**config.mk**
```make
export PLATFORM = sky130hd
export DESIGN_NAME = prog_counter
export DESIGN_NICKNAME = d
export VERILOG_FILES = /design/src/rtl/prog_counter.sv
export SDC_FILE = /design/constraint.sdc
export NUM_CORES = 1
export LEC_CHECK = 0
export BUFFER_PORTS_ARGS = -buffer_cell sky130_fd_sc_hd__buf_4
export CORE_MARGIN = 5
export CORE_UTILIZATION = 51
export CTS_BUF_LIST = sky130_fd_sc_hd__clkbuf_8
export DETAILED_ROUTE_END_ITERATION = 10
export GPL_ROUTABILITY_DRIVEN = 0
export PLACE_DENSITY = 0.75
export SLEW_MARGIN = 10
export SYNTH_ARGS = -nofsm -noshare
export SYNTH_HDL_FRONTEND = slang
export SYNTH_SLANG_ARGS = --single-unit
```
**constraint.sdc**
```tcl
create_clock -name clk -period 3.4 [get_ports clk]
set_input_delay 0.17 -clock clk [delete_from_list [all_inputs] [get_ports clk]]
set_output_delay 0.17 -clock clk [all_outputs]
set_load 0.01 [all_outputs]
```
**src/rtl/prog_counter.sv**
```systemverilog
// prog_counter: bounded up/down counter with programmable limit and step,
// wrap or saturate at the bounds, a one-shot run mode (IDLE/RUN/DONE) and
// a compare-match output.
//
// Ports:
//   clk        clock, rising edge
//   reset      asynchronous active-high reset, clears all state
//   clear      synchronous clear of count, tc and state (state -> IDLE)
//   start      pulse, IDLE or DONE -> RUN
//   enable     advance qualifier, only acts in RUN
//   load       synchronous load of min(load_data, limit)
//   load_data  value to load
//   dir        0 = up, 1 = down
//   step       amount added/subtracted per advance
//   limit      inclusive upper bound of the count range 0..limit
//   sat        1 = saturate at the bound, 0 = wrap
//   oneshot    1 = go to DONE on the first terminal event
//   cmp_val    compare value for hit
//   count      registered count
//   tc         registered one-cycle terminal-count pulse
//   busy       state is RUN
//   done       state is DONE
//   hit        count == cmp_val, decoded straight from the count register
module prog_counter #(
  parameter int WIDTH = 8
) (
  input  logic             clk,
  input  logic             reset,
  input  logic             clear,
  input  logic             start,
  input  logic             enable,
  input  logic             load,
  input  logic [WIDTH-1:0] load_data,
  input  logic             dir,
  input  logic [WIDTH-1:0] step,
  input  logic [WIDTH-1:0] limit,
  input  logic             sat,
  input  logic             oneshot,
  input  logic [WIDTH-1:0] cmp_val,
  output logic [WIDTH-1:0] count,
  output logic             tc,
  output logic             busy,
  output logic             done,
  output logic             hit
);

  typedef enum logic [1:0] {
    IDLE = 2'd0,
    RUN  = 2'd1,
    DONE = 2'd2
  } state_t;

  state_t           r_state;
  state_t           w_nextState;
  logic [WIDTH-1:0] r_count;
  logic [WIDTH-1:0] w_nextCount;
  logic             r_tc;
  logic             w_nextTc;

  logic [WIDTH:0]   w_sum;
  logic             w_overLimit;
  logic             w_upTerm;
  logic             w_downTerm;
  logic [WIDTH-1:0] w_upTermVal;
  logic [WIDTH-1:0] w_downTermVal;
  logic [WIDTH-1:0] w_loadVal;

  // One extra bit on the sum so count+step can be compared against limit
  // without overflow hiding a terminal event.
  assign w_sum         = {1'b0, r_count} + {1'b0, step};
  assign w_overLimit   = (r_count > limit);
  assign w_upTerm      = (w_sum > {1'b0, limit});
  assign w_downTerm    = (r_count < step);
  assign w_upTermVal   = sat ? limit : '0;
  assign w_downTermVal = sat ? '0 : limit;
  assign w_loadVal     = (load_data > limit) ? limit : load_data;

  // State, count and tc registers.
  always_ff @(posedge clk or posedge reset) begin
    if (reset) begin
      r_state <= IDLE;
      r_count <= '0;
      r_tc    <= 1'b0;
    end else begin
      r_state <= w_nextState;
      r_count <= w_nextCount;
      r_tc    <= w_nextTc;
    end
  end

  // Next-state logic with priority clear > load > advance. A count that
  // sits above a freshly lowered limit is a terminal event in either
  // direction and is pulled to the up-direction terminal value.
  always_comb begin
    w_nextState = r_state;
    w_nextCount = r_count;
    w_nextTc    = 1'b0;
    if (clear) begin
      w_nextState = IDLE;
      w_nextCount = '0;
    end else if (load) begin
      w_nextCount = w_loadVal;
    end else begin
      unique case (r_state)
        IDLE, DONE: begin
          if (start) begin
            w_nextState = RUN;
          end
        end
        RUN: begin
          if (enable) begin
            if (w_overLimit) begin
              w_nextTc    = 1'b1;
              w_nextCount = w_upTermVal;
            end else if (!dir) begin
              if (w_upTerm) begin
                w_nextTc    = 1'b1;
                w_nextCount = w_upTermVal;
              end else begin
                w_nextCount = w_sum[WIDTH-1:0];
              end
            end else begin
              if (w_downTerm) begin
                w_nextTc    = 1'b1;
                w_nextCount = w_downTermVal;
              end else begin
                w_nextCount = r_count - step;
              end
            end
            if (w_nextTc && oneshot) begin
              w_nextState = DONE;
            end
          end
        end
        default: begin
          w_nextState = IDLE;
        end
      endcase
    end
  end

  assign count = r_count;
  assign tc    = r_tc;
  assign busy  = (r_state == RUN);
  assign done  = (r_state == DONE);
  assign hit   = (r_count == cmp_val);

endmodule

```
==> results.sh <==
export IMPL_final_util_pct=71.1
export IMPL_synthTopCellsByArea="ha_1 (22%), dfrtp_1 (12%), inv_1 (4.8%), xnor2_1 (4.6%), mux2i_1 (4.0%)"
export IMPL_avgSynthCellArea_um2=8.05
export IMPL_synth_cell_types=54
export IMPL_drv_cap=0
export IMPL_totalPowerFinal_w=0.00148
export IMPL_seq_area_frac_synth_pct=12.2
export IMPL_period_minus_slack_ns=3.50
export IMPL_layout_nets=451
export IMPL_routedWlPerCell_um=16.4
export IMPL_grt_pass1_wl_mm=11.1
export IMPL_rr_endpoint="count[0]$_DFFE_PP0P_"
export IMPL_p_sw_share_pct=45.7
export IMPL_ys_seq_elements=11
export IMPL_hold_end="r_state[0]$_DFFE_PP0P_"
export IMPL_antenna_left=0
export IMPL_place_area_um2=2870
export IMPL_cts_tree="yes"
export IMPL_synthArstFlopShare_pct=100
export IMPL_fmax_mhz=286
export IMPL_fillers=380
export IMPL_rsz0062_at_grt="yes"
export IMPL_setup_viol=8
export IMPL_maxSlewViolCount=0
export IMPL_ios=53
export IMPL_vias=2402
export IMPL_portBuffers=52
export IMPL_row_count=24
export IMPL_clockBufferDepth=2
export IMPL_netlist_instances=281
export IMPL_drtIter0Drc=140
export IMPL_overflow=0
export IMPL_clk_latency_ns=0.24
export IMPL_multi_input_comb_area_um2=1940
export IMPL_hpwl_mm=5.56
export IMPL_slew_headroom_pct=57.0
export IMPL_grt_pass1_vias=2423
export IMPL_seqPwrFrac_pct=12.9
export IMPL_ys_flop_type="dfrtp_1"
export IMPL_antenna_cells=0
export IMPL_r2r_slack_ns=-0.1
export IMPL_seqCellArea_um2=275
export IMPL_combPwrFrac_pct=78.4
export IMPL_start_kind="flip-flop"
export IMPL_fin_area_um2=3080
export IMPL_dieArea_um2=5860
export IMPL_cp_max_fo=7
export IMPL_grtUsageTotal_pct=22.9
export IMPL_viasPerCell=5.73
export IMPL_cp_required_ns=3.51
export IMPL_clkPwrFrac_pct=8.7
export IMPL_synth_edff_count=0
export IMPL_synth_most_common_cell="ha_1"
export IMPL_routed_wl_mm=6.88
export IMPL_grt_antenna_before_repair=0
export IMPL_endpoint_kind="flip-flop"
export IMPL_syn_area_um2=2260
export IMPL_htree_levels=1
export IMPL_outcome="complete, but fails checks"
export IMPL_dr_pass1_iters=4
export IMPL_tightest_slew_ns=0.640
export IMPL_holdCritPathClass="input port to flip-flop"
export IMPL_yosysTopAreaCell="ha_1"
export IMPL_leakage_nw=1.54
export IMPL_cts_made_buffers=3
export IMPL_synth_top_area_share_pct=22.1
export IMPL_drive_above_1_share_pct=31.1
export IMPL_internal_power_w=0.000804
export IMPL_initial_core_util_pct=52.3
export IMPL_synth_commonest_cells="ha_1 (40), inv_1 (29), nor2_1 (21)"
export IMPL_cts_sinks=11
export IMPL_clock_root_buffer="clkbuf_8"
export IMPL_core_um2=4320
export IMPL_crit_type="flip-flop to flip-flop"
export IMPL_die_h_um=76.6
export IMPL_cp_arrival_ns=3.61
export IMPL_grt_max_degree=16
export IMPL_violations="negative setup slack"
export IMPL_finalCritPeriodShare_pct=103
export IMPL_syn_num_nets=364
export IMPL_hold_viol_final=0
export IMPL_skew_ns=0.00386
export IMPL_clk_pin_slew_ns=0.05
export IMPL_rr_worst_depth=14
export IMPL_syn2layout_area_growth_pct=36.0
export IMPL_die_x_um=76.6
export IMPL_dp_slack_ns=-0.287
export IMPL_drc_errors=0
export IMPL_irDropWorstVdd_mv=0.250
export IMPL_hp_start="clear"
export IMPL_hold_path_depth=3
export IMPL_reg2reg_from="count[2]$_DFFE_PP0P_"
export IMPL_power_density_nw_per_um2=481
export IMPL_yosysWarnings=0
export IMPL_setup_ws_ns=-0.0956
export IMPL_tns_ns=-0.428
export IMPL_switchingPower_w=0.000676
==> what timing repair did <==
action | in CTS | in global routing
endpoints found under the setup margin | 11 | 11
buffers inserted | 5 | 3
hold buffers | 1 | 0
gates resized for setup | 16 | 5
pin swaps | 11 | 10
endpoints found under the hold margin | 11 | 0
==> layout make-up <==
cell class / instances / share of cell area (%)
sequential: 11 / 8.95
clock inverter: 1 / 0.122
tap: 52 / 2.12
timing repair buffer: 85 / 21.0
multi-input combinational: 238 / 63.0
clock buffer: 3 / 1.34
inverter: 29 / 3.54
==> worst max-delay path by stage <==
stage / startpoint / end / slack (ns) / cells past startpoint
floorplan: count[0]$_DFFE_PP0P_ / count[2]$_DFFE_PP0P_ / 0.005 / 15
global placement: count[0]$_DFFE_PP0P_ / count[2]$_DFFE_PP0P_ / -0.16 / 16
detailed placement: count[0]$_DFFE_PP0P_ / count[2]$_DFFE_PP0P_ / -0.29 / 16
CTS: count[0]$_DFFE_PP0P_ / count[0]$_DFFE_PP0P_ / -0.06 / 16
global route: count[3]$_DFFE_PP0P_ / count[0]$_DFFE_PP0P_ / -0.24 / 16
finish: count[2]$_DFFE_PP0P_ / count[0]$_DFFE_PP0P_ / -0.1 / 14
==> metrics by stage <==
step	std cells	hold WS, ns
after floorplan	281	0.0224
after global placement	406	0.196
after detailed placement	406	0.195
after CTS	416	0.261
after global routing	419	0.282
final	419	0.262
==> cell families (layout without fill, tap and decap cells) <==
| family | after synthesis | in the layout | share of synthesized area, % |
|---|---|---|---|
| multiplexers | 9 | 9 | 3.98 |
| buffers and inverters | 32 | 118 | 6.03 |
| AO/OA/AOI/OAI | 85 | 85 | 26.6 |
| flip-flops | 11 | 11 | 12.2 |
| adder cells (fa/ha/maj) | 42 | 42 | 23.9 |
| XOR/XNOR | 17 | 17 | 6.59 |
| AND/OR/NAND/NOR | 85 | 85 | 20.8 |
==> worst max-delay path: stages, from the launching register on <==
cell and delay [ns]:
dfrtp_1 0.42, buf_4 0.17, ha_1 0.23, o311a_1 0.39, or4_4 0.43, o311ai_2 0.10, buf_4 0.17, ha_4 0.19
o21ai_2 0.05, nor2_1 0.06, o41ai_2 0.36, nand3b_1 0.17, a21oi_4 0.28, a211oi_2 0.11, a211o_1 0.25
==> registers in the layout, summed over array words and instances, names as in the netlist <==
name	flops
r_state	2
count	8
tc	1
==> power groups by stage <==
stage | Combinational, W | Clock [W] | Sequential, W
finish | 0.00116 | 0.000129 | 0.000191
global route | 0.00127 | 0.000137 | 0.000194
CTS | 0.00108 | 0.000130 | 0.000188
detailed placement | 0.000995 | 0 | 0.000192
global placement | 0.000980 | 0 | 0.000191
floorplan | 0.000618 | 0 | 0.000209
==> cell usage in the layout, fill, tap and decap left out, drive strengths merged, types with 5 or more instances in the layout <==
master / netlist / routed
a211oi: 7 / 7
a21oi: 19 / 19
buf: 3 / 84
dfrtp: 11 / 11
ha: 40 / 40
inv: 29 / 30
mux2i: 9 / 9
nand2: 11 / 11
nand3: 6 / 6
nand4: 6 / 6
nor2: 21 / 21
nor2b: 8 / 8
nor3: 9 / 9
o21ai: 16 / 16
o21bai: 6 / 6
o22ai: 6 / 6
o31ai: 5 / 5
or3: 6 / 6
xnor2: 12 / 12
xor2: 5 / 5
==> per-layer routing <==
layer	share of wire, %	wire length [µm]	vias up	GRT usage, %
met1	46	3130	1101	29.6
met4	2.4	165	0	7.87
met5	0	0	-	0
li1	-	-	1211	-
met2	47	3210	73	39.0
met3	5.5	375	17	2.84
(Power assumes the default switching activity.)
